`config.mk`:
```
export PLATFORM = sky130hd
export DESIGN_NAME = fifo_serializer
export DESIGN_NICKNAME = d
export VERILOG_FILES = /design/src/rtl/fifo_serializer.sv
export SDC_FILE = /design/constraint.sdc
export NUM_CORES = 1
export LEC_CHECK = 0
export CAP_MARGIN = 25
export CORE_MARGIN = 10
export CORE_UTILIZATION = 40
export CTS_CLUSTER_SIZE = 30
export DETAILED_ROUTE_END_ITERATION = 7
export PLACE_DENSITY_LB_ADDON = 0.3
export SKIP_CTS_REPAIR_TIMING = 1
export SLEW_MARGIN = 20
export SYNTH_ARGS = -nofsm -noshare
export SYNTH_HDL_FRONTEND = slang
export SYNTH_SLANG_ARGS = --single-unit
```
`constraint.sdc`:
```
create_clock -name clk -period 4.05 [get_ports clk]
set_input_delay 1.215 -clock clk [delete_from_list [all_inputs] [get_ports clk]]
set_output_delay 1.215 -clock clk [all_outputs]
set_load 0.01 [all_outputs]
```
`src/rtl/fifo_serializer.sv`:
```
// fifo_serializer: pops FIFO words and streams them LSB chunk first over valid/ready
module fifo_serializer #(
    parameter int WIDTH = 64,
    parameter int OUT_WIDTH = 16
) (
    input  logic                 clk,
    input  logic                 res,
    input  logic                 fifo_empty,
    input  logic [WIDTH-1:0]     fifo_data,
    output logic                 fifo_shift_out,
    output logic [OUT_WIDTH-1:0] out_data,
    output logic                 out_valid,
    output logic                 out_last,
    input  logic                 out_ready,
    output logic                 busy
);
    localparam int RATIO = WIDTH / OUT_WIDTH;
    localparam int IW = $clog2(RATIO);
    typedef enum logic {IDLE, SEND} state_t;
    state_t           state;
    logic [WIDTH-1:0] word;
    logic [IW-1:0]    idx;
    always_comb begin
        busy = state == SEND;
        out_valid = busy;
        out_last = busy && idx == IW'(RATIO - 1);
        out_data = busy ? word[idx*OUT_WIDTH +: OUT_WIDTH] : '0;
        // pop is gated by res so the FIFO head survives a reset untouched
        fifo_shift_out = ~res & ~fifo_empty & (~busy | (out_ready & out_last));
    end
    always_ff @(posedge clk or posedge res) begin
        if (res) begin
            state <= IDLE;
            word <= '0;
            idx <= '0;
        end else if (fifo_shift_out) begin
            state <= SEND;
            word <= fifo_data;
            idx <= '0;
        end else if (busy && out_ready) begin
            state <= out_last ? IDLE : SEND;
            idx <= out_last ? '0 : idx + IW'(1);
        end
    end
endmodule

```
==> out/qor.log, run 1 <==
[run_status] status finished clean
[worst_setup_path] worst reg-to-reg setup slack 1.03 ns
[global_route] global-route wire length before repair 12400 µm
[power] NetSw 1.06 mW
[synthesis] synthesized flop and latch total 67
[timing] measured slew at the worst slew-check pin 0.844 ns
[synthesis] share of the yosys chip area belonging to registers 50.8%
[job] number of max-cap violations 0
[global_route] GRT Resource Usage Total 12.2%
[power] internal portion of total power 2.41 mW
[worst_setup_path] arrival time at the worst endpoint 2.67 ns
[worst_setup_path] required arrival time at the worst endpoint 2.83 ns
[final_layout] share of post-route cells with drive strength above 1 28.4%
[power] sequential power share 36.0%
[synthesis] number of warnings issued by yosys 0
[synthesis] area share of the leading cell type in the synthesized netlist 50.8%
[synthesis] mean post-synth cell area 15.3 µm²
[timing] RSZ-0062 raised after global routing no
[global_route] largest net degree at the start of global routing 37
[floorplanning] placeable core region 8130 µm²
[timing] clock skew after layout 0.00619 ns
[hold_path] HP Class register to register
[worst_setup_path] maximum fanout count along the critical path 3
[routing] detailed-route DRC error count 0
[clock_tree] Clock Tree Buf Depth 2
[routing] wire per inst 18.2 µm
[timing] Final Setup Violations 0
[routing] via count of the routed design 2001
[routing] number of nets with antenna violations after routing 0
[worst_setup_path] critical path startpoint category primary input
[timing] Tmin final 3.89 ns
[power] net switching fraction of the power 30.5%
[floorplanning] vertical die dimension 111 µm
[routing] Detailed Route WL 7480 µm
[placement] routability-driven placement congestion ratio 0.771
[floorplanning] floorplan die width 111 µm
[timing] setup tns final 0 ns
[power] relative contribution of combinational cells to total power 44.6%
[global_route] number of antenna violations at the first check in global routing 0
[synthesis] Distinct cells, synth 23
[clock_tree] TritonCTS clock tree yes
[final_layout] commonest cells after routing, fill and taps aside sky130_fd_sc_hd__clkdlybuf4s50_1, sky130_fd_sc_hd__dfrtp_1, sky130_fd_sc_hd__mux2_4, sky130_fd_sc_hd__mux2i_1, sky130_fd_sc_hd__o22ai_1
[clock_tree] latest clock arrival within the worst-skew pair 0.32 ns
[clock_tree] CTS root buf sky130_fd_sc_hd__clkbuf_8
[synthesis] netlist area before placement 3300 µm²
[floorplanning] Core Rows 33
[timing] final cycle utilization of the critical path 95.9%
[timing] final number of max-transition violations 0
[power] maximum ir drop on the vdd rail 0.329 mV
[power] Static Leak 1.90 nW
[global_route] via count of the first global-routing pass 2309
[final_layout] most common library cell in the layout ignoring fill and taps sky130_fd_sc_hd__clkdlybuf4s50_1
[synthesis] cell type with the highest aggregate area in the netlist sky130_fd_sc_hd__dfrtp_1
[final_layout] count of inserted antenna diode cells 0
[timing] Min Hold Slack 0.511 ns
[synthesis] synthesized netlist cell count 215
[worst_setup_path] start-to-end type of the worst setup path primary input to output port
[final_layout] net count reported at finish 370
[timing] Hold Vio Cnt, Final 0
[clock_tree] clock transition at the registers of the reported paths 0.06 ns
[placement] count of input and output buffers 87
[floorplanning] count of boundary I/O pins 88
[clock_tree] number of buffers created by CTS 9
[timing] slew margin rel. 43.7%
[routing] Via density 4.87
[routing] router iterations before antenna repair 4
[floorplanning] effective utilization at floorplan 40.6%
[synthesis] Net Count, Synth 284
[final_layout] Area Overhead vs Synth 33.8%
[floorplanning] Die Footprint 12300 µm²
[worst_setup_path] Critical Path End Type output port
[timing] maximum operating frequency 257 MHz
[placement] dpl hpwl 5360 µm
[routing] iteration-0 DRC count of the detailed router 24
[synthesis] largest cells by area after synthesis sky130_fd_sc_hd__dfrtp_1, sky130_fd_sc_hd__mux2_4, sky130_fd_sc_hd__mux2i_1
[power] portion of total power attributed to the clock network 19.3%
[global_route] global route overflow 0
[clock_tree] sink count of the clock tree 67
[power] total power per unit cell area 785 nW/µm²
[clock_tree] htree depth 3
-- power by group through the flow --
stage / Combinational, mW / Clock [mW] / Sequential [mW]
after floorplan: 1.11 / 0 / 1.15
after global placement: 1.54 / 0 / 1.25
after detailed placement: 1.56 / 0 / 1.26
after CTS: 1.57 / 0.684 / 1.25
after global routing: 1.68 / 0.709 / 1.30
final: 1.55 / 0.669 / 1.25
-- worst max-delay path: stages --
cell and delay, ns:
sky130_fd_sc_hd__clkdlybuf4s50_1 0.45, sky130_fd_sc_hd__or2_4 0.27, sky130_fd_sc_hd__a21oi_4 0.16, sky130_fd_sc_hd__clkdlybuf4s50_1 0.57
-- cell usage after synthesis --
master                     count
sky130_fd_sc_hd__o22ai_1      16
sky130_fd_sc_hd__a311o_1       1
sky130_fd_sc_hd__nand3_1       1
sky130_fd_sc_hd__nor3b_1       1
sky130_fd_sc_hd__nand2b_1      1
sky130_fd_sc_hd__or3_1         1
sky130_fd_sc_hd__inv_1         2
sky130_fd_sc_hd__or2_4         1
sky130_fd_sc_hd__dfrtp_1      67
sky130_fd_sc_hd__a31oi_1       1
sky130_fd_sc_hd__nor2_1        1
sky130_fd_sc_hd__buf_12        6
sky130_fd_sc_hd__clkbuf_1      2
sky130_fd_sc_hd__nand2_1       5
sky130_fd_sc_hd__mux2_2       15
sky130_fd_sc_hd__mux2_4       49
sky130_fd_sc_hd__mux2i_1      32
sky130_fd_sc_hd__buf_2         6
sky130_fd_sc_hd__a21oi_1       2
sky130_fd_sc_hd__and2_1        1
sky130_fd_sc_hd__a21oi_4       1
sky130_fd_sc_hd__ha_1          1
sky130_fd_sc_hd__buf_4         2
-- per-layer routing --
metal / global-route usage [%] / share of wire, % / vias up
met4: 4.51 / 0.96 / 0
met2: 20.2 / 49 / 40
met3: 2.65 / 2.5 / 5
met1: 15.2 / 47 / 1001
li1: - / - / 955
met5: 0 / 0 / -
-- path summary, 6_finish.rpt --
path                            cells past startpoint                  from                   end
worst max-delay path                                4                   res        fifo_shift_out
worst min-delay path                                1  word[30]$_DFFE_PP0P_  word[30]$_DFFE_PP0P_
worst max register to register                      6    idx[1]$_DFFE_PP0P_   word[2]$_DFFE_PP0P_
worst min register to register                      1  word[30]$_DFFE_PP0P_  word[30]$_DFFE_PP0P_
max in group asynchronous                           3                   res    idx[1]$_DFFE_PP0P_
min in group asynchronous                           2                   res  word[50]$_DFFE_PP0P_
-- per-stage QoR --
step | instances | setup slack, ns | power (mW) | util [%] | instance area [µm²]
2_1_floorplan | 215 | 0.926 | 2.26 | - | 3300
3_3_place_gp | 395 | 0.150 | 2.79 | 51.3 | 4170
3_5_place_dp | 395 | 0.147 | 2.82 | 51.3 | 4170
4_1_cts | 411 | 0.143 | 3.50 | 54.3 | 4410
5_1_grt | 411 | 0.0952 | 3.69 | 54.3 | 4410
6_report | 411 | 0.164 | 3.46 | 54.3 | 4410
-- sequential cells by signal (all words and copies together) (netlist names) --
signal / count
idx: 2
word: 64
busy: 1
-- cell families after synthesis --
group,share of synthesized area (%)
mux,37.1
compound gates,4.32
flops,50.8
fa+ha+maj,0.379
simple gates,1.90
buf+inv,5.46
-- layout make-up --
| type | instances | area (µm²) |
|---|---|---|
| fillers | 711 | 3720 |
| clock buffers | 11 | 141 |
| well taps | 105 | 131 |
| clock inverters | 5 | 100 |
| inverters | 2 | 7.51 |
| repair buffers | 91 | 913 |
| flip-flops and latches | 67 | 1680 |
| multi-input cells | 130 | 1440 |
Note: power is estimated with default switching activity, not from simulation.
==> inputs of run 2 (changes only) <==
- GPL_TIMING_DRIVEN: default -> 0
==> run 2 against run 1 <==
Clock power shrank 30%. Global-route usage up 0.81 points. Sequential power shrank 4%. Register-to-register slack improved by 1.3 ns. Non-clock buffer count increased by 13. First-iteration DRC count grew to 2.9 times the previous value.
==> out/qor.log, run 2 (synthesis results as in run 1) <==
[routing] Detailed Route WL 7810 µm
[timing] Final Setup Violations 0
[floorplanning] effective utilization at floorplan 40.6%
[floorplanning] floorplan die width 111 µm
[run_status] status finished clean
[placement] dpl hpwl 5860 µm
[clock_tree] htree depth 3
[routing] router iterations before antenna repair 4
[power] total power per unit cell area 742 nW/µm²
[job] number of max-cap violations 0
[clock_tree] sink count of the clock tree 67
[routing] via count of the routed design 2033
[final_layout] Area Overhead vs Synth 36.2%
[floorplanning] Die Footprint 12300 µm²
[global_route] global route overflow 0
[final_layout] net count reported at finish 383
[clock_tree] number of buffers created by CTS 9
[floorplanning] vertical die dimension 111 µm
[timing] Hold Vio Cnt, Final 0
[timing] final cycle utilization of the critical path 95.7%
[routing] iteration-0 DRC count of the detailed router 70
[floorplanning] placeable core region 8130 µm²
[final_layout] most common library cell in the layout ignoring fill and taps sky130_fd_sc_hd__clkdlybuf4s50_1
[clock_tree] TritonCTS clock tree yes
[hold_path] HP Class register to register
[global_route] GRT Resource Usage Total 13.0%
[timing] final number of max-transition violations 0
[worst_setup_path] maximum fanout count along the critical path 10
[worst_setup_path] start-to-end type of the worst setup path primary input to output port
[timing] RSZ-0062 raised after global routing no
[power] maximum ir drop on the vdd rail 0.348 mV
[floorplanning] count of boundary I/O pins 88
[clock_tree] Clock Tree Buf Depth 2
[timing] setup tns final 0 ns
[routing] number of nets with antenna violations after routing 0
[final_layout] post-layout instance area 4490 µm²
[timing] Tmin final 3.88 ns
[placement] standard cell area after detailed placement 4330 µm²
[routing] detailed-route DRC error count 0
[floorplanning] Core Rows 33
[final_layout] Filler cells 693
[clock_tree] clock transition at the registers of the reported paths 0.07 ns
[timing] slew margin rel. 65.0%
[worst_setup_path] arrival time at the worst endpoint 2.66 ns
[global_route] largest net degree at the start of global routing 48
[global_route] via count of the first global-routing pass 2302
[worst_setup_path] critical path startpoint category primary input
[routing] wire per inst 18.4 µm
[timing] maximum operating frequency 258 MHz
[timing] measured slew at the worst slew-check pin 0.525 ns
[global_route] global-route wire length before repair 12700 µm
[clock_tree] CTS root buf sky130_fd_sc_hd__clkbuf_8
[clock_tree] latest clock arrival within the worst-skew pair 0.34 ns
[routing] Via density 4.79
[hold_path] Hold Crit Start word[55]$_DFFE_PP0P_
[worst_setup_path] timing startpoint of the critical path res
[final_layout] count of inserted antenna diode cells 0
[placement] count of input and output buffers 87
[worst_setup_path] Critical Path End Type output port
[worst_setup_path] startpoint of the most critical register-to-register path idx[0]$_DFFE_PP0P_
[power] overall power 3.34 mW
[final_layout] number of flip-flops in the largest register 64
[final_layout] share of post-route cells with drive strength above 1 30.4%
[final_layout] Largest Register word
[global_route] number of antenna violations at the first check in global routing 0
[timing] clock skew after layout 0.00811 ns
[final_layout] commonest cells after routing, fill and taps aside sky130_fd_sc_hd__clkdlybuf4s50_1, sky130_fd_sc_hd__dfrtp_1, sky130_fd_sc_hd__mux2_4, sky130_fd_sc_hd__mux2i_1, sky130_fd_sc_hd__o22ai_1
[worst_setup_path] required arrival time at the worst endpoint 2.83 ns
[placement] routability-driven placement congestion ratio 0.693
[power] Static Leak 1.95 nW
[run 2: stage by stage]
stage	hold WS (ns)	instances	setup slack, ns	utilization, %
finish	0.507	424	0.174	55.3
global route	0.524	424	0.126	55.3
CTS	0.512	424	-0.215	55.2
detailed placement	0.491	408	-0.212	53.3
global placement	0.488	407	-0.140	52.9
floorplan	0.480	215	0.926	-
[run 2: power by group]
part           total, mW  switching, mW  internal [mW]
Sequential          1.20          0.192           1.01
Combinational       1.67          0.638           1.03
Clock              0.468          0.251          0.216
[run 2: cell type report]
cell class | count | area [µm²] | area share (%)
flip-flops and latches | 67 | 1680 | 37.3
inverters | 2 | 10.0 | 0.223
repair buffers | 88 | 901 | 20.0
well taps | 105 | 131 | 2.92
multi-input cells | 130 | 1440 | 32.1
plain buffers | 16 | 173 | 3.84
clock buffers | 10 | 128 | 2.84
clock inverters | 6 | 32.5 | 0.724
[run 2: path summary, 6_finish.rpt]
kind	end	slack, ns	cells past startpoint
worst max-delay path	fifo_shift_out	0.17	6
min in group asynchronous	word[3]$_DFFE_PP0P_	1.23	2
worst max register to register	word[47]$_DFFE_PP0P_	2.32	6
worst min-delay path	word[55]$_DFFE_PP0P_	0.51	1
worst min register to register	word[55]$_DFFE_PP0P_	0.51	1
max in group asynchronous	word[44]$_DFFE_PP0P_	2.31	3
[run 2: worst max-delay path, cell delays in order]
cell	delay, ns
sky130_fd_sc_hd__clkdlybuf4s50_1	0.48
sky130_fd_sc_hd__or2_4	0.28
sky130_fd_sc_hd__a21oi_4	0.16
sky130_fd_sc_hd__buf_12	0.18
sky130_fd_sc_hd__buf_12	0.15
sky130_fd_sc_hd__dlymetal6s2s_1	0.18
[run 2: per-layer routing]
layer | routed length, µm | up-vias | global-route usage [%]
li1 | - | 980 | -
met4 | 157 | 0 | 5.99
met3 | 276 | 12 | 2.76
met5 | 0 | - | 0
met2 | 3780 | 46 | 20.6
met1 | 3600 | 995 | 16.5
==> inputs of run 3 (changes only) <==
- SETUP_SLACK_MARGIN: default -> 0.4
==> run 3 against run 2 <==
Final area up 1.1%. Setup slack improved by 0.18 ns. Clock skew is 0.00077 ns higher. Largest cell class unchanged. Critical path type unchanged. Power is 0.50% higher. Highest routed layer unchanged.
==> out/qor.log, run 3 (synthesis results as in run 1) <==
[run_status] status finished clean
[floorplanning] vertical die dimension 111 µm
[timing] clock skew after layout 0.00888 ns
[timing] setup tns final 0 ns
[timing] Hold Vio Cnt, Final 0
[timing] slew margin rel. 75.1%
[power] maximum ir drop on the vdd rail 0.353 mV
[power] Static Leak 1.98 nW
[final_layout] post-layout instance area 4540 µm²
[floorplanning] count of boundary I/O pins 88
[timing] Tmin final 3.70 ns
[clock_tree] number of buffers created by CTS 9
[worst_setup_path] required arrival time at the worst endpoint 2.83 ns
[placement] Placement Setup Slack -0.212 ns
[final_layout] Area Overhead vs Synth 37.7%
[global_route] largest net degree at the start of global routing 48
[routing] Via density 4.77
[placement] dpl hpwl 5860 µm
[final_layout] area taken by flip-flops and latches 1680 µm²
[global_route] global-route wire length before repair 12700 µm
[final_layout] commonest cells after routing, fill and taps aside sky130_fd_sc_hd__clkdlybuf4s50_1, sky130_fd_sc_hd__dfrtp_1, sky130_fd_sc_hd__mux2_4, sky130_fd_sc_hd__mux2i_1, sky130_fd_sc_hd__o22ai_1
[routing] iteration-0 DRC count of the detailed router 81
[timing] maximum operating frequency 270 MHz
[worst_setup_path] Critical Path End Type output port
[final_layout] most common library cell in the layout ignoring fill and taps sky130_fd_sc_hd__clkdlybuf4s50_1
[worst_setup_path] arrival time at the worst endpoint 2.48 ns
[worst_setup_path] maximum fanout count along the critical path 10
[clock_tree] htree depth 3
[floorplanning] floorplan die width 111 µm
[timing] final cycle utilization of the critical path 91.3%
[placement] standard cell area after detailed placement 4330 µm²
[final_layout] count of inserted antenna diode cells 0
[timing] final number of max-transition violations 0
[worst_setup_path] worst reg-to-reg setup slack 2.26 ns
[routing] via count of the routed design 2051
[power] relative contribution of combinational cells to total power 50.2%
[placement] routability-driven placement congestion ratio 0.693
[power] total power per unit cell area 738 nW/µm²
[global_route] number of antenna violations at the first check in global routing 0
[final_layout] net count reported at finish 389
[clock_tree] sink count of the clock tree 67
[routing] router iterations before antenna repair 4
[global_route] GRT Resource Usage Total 13.0%
[routing] wire per inst 18.3 µm
[power] internal portion of total power 2.27 mW
[timing] RSZ-0062 raised after global routing yes
[clock_tree] Clock Tree Buf Depth 2
[power] net switching fraction of the power 32.3%
[final_layout] Largest Register word
[timing] final critical-path setup slack 0.352 ns
[routing] Detailed Route WL 7880 µm
[timing] measured slew at the worst slew-check pin 0.374 ns
[worst_setup_path] start-to-end type of the worst setup path primary input to output port
[hold_path] HP Class register to register
[final_layout] area of the multi-input gates 1440 µm²
[power] portion of total power attributed to the clock network 13.9%
[floorplanning] placeable core region 8130 µm²
[floorplanning] Die Footprint 12300 µm²
[timing] Final Setup Violations 0
[floorplanning] effective utilization at floorplan 40.6%
[floorplanning] Core Rows 33
[placement] count of input and output buffers 87
[clock_tree] CTS root buf sky130_fd_sc_hd__clkbuf_8
[job] number of max-cap violations 0
[routing] detailed-route DRC error count 0
[power] sequential power share 35.8%
[clock_tree] latest clock arrival within the worst-skew pair 0.34 ns
[routing] number of nets with antenna violations after routing 0
[clock_tree] clock transition at the registers of the reported paths 0.07 ns
[clock_tree] TritonCTS clock tree yes
[final_layout] number of flip-flops in the largest register 64
[global_route] via count of the first global-routing pass 2302
[worst_setup_path] critical path startpoint category primary input
[power] NetSw 1.08 mW
[global_route] global route overflow 0
[final_layout] share of post-route cells with drive strength above 1 32.6%
[final_layout] Finished Core Util 55.9%
[timing] Min Hold Slack 0.507 ns
[final_layout] Filler cells 688
-- run 3: layout make-up --
class | instances | area share (%)
plain buffers | 16 | 3.86
clock buffers | 10 | 2.81
clock inverters | 6 | 0.716
inverters | 2 | 0.220
multi-input cells | 130 | 31.8
flip-flops and latches | 67 | 36.9
well taps | 105 | 2.89
repair buffers | 94 | 20.8
-- run 3: metal layers --
layer  wire (µm)  track usage (%)
met4         158             5.99
met5           0                0
met1        3620             16.5
met2        3820             20.6
met3         273             2.76
-- run 3: power by group through the flow --
stage          clock network, mW  logic [mW]  registers, mW
6_report                   0.468        1.68           1.20
5_1_grt                    0.514        1.82           1.25
4_1_cts                    0.481        1.70           1.20
3_5_place_dp                   0        1.69           1.21
3_3_place_gp                   0        1.67           1.20
2_1_floorplan                  0        1.11           1.15
-- run 3: worst paths after layout --
check,endpoint,start,cells past startpoint
setup reg to reg,word[30]$_DFFE_PP0P_,idx[0]$_DFFE_PP0P_,7
hold / removal,word[55]$_DFFE_PP0P_,word[55]$_DFFE_PP0P_,1
setup / recovery,fifo_shift_out,fifo_empty,6
hold reg to reg,word[55]$_DFFE_PP0P_,word[55]$_DFFE_PP0P_,1
min in group asynchronous,word[40]$_DFFE_PP0P_,res,2
max in group asynchronous,word[44]$_DFFE_PP0P_,res,3
-- run 3: worst max-delay path, cell delays in order --
cell                              delay [ns]
sky130_fd_sc_hd__clkdlybuf4s50_1        0.42
sky130_fd_sc_hd__or2_4                  0.28
sky130_fd_sc_hd__a21oi_4                0.15
sky130_fd_sc_hd__buf_12                 0.14
sky130_fd_sc_hd__buf_12                 0.14
sky130_fd_sc_hd__buf_6                  0.11
-- run 3: per-stage QoR --
stage               power [mW]  std cells
floorplan                 2.26        215
global placement          2.86        407
detailed placement        2.90        408
CTS                       3.38        424
global route              3.58        430
finish                    3.35        430
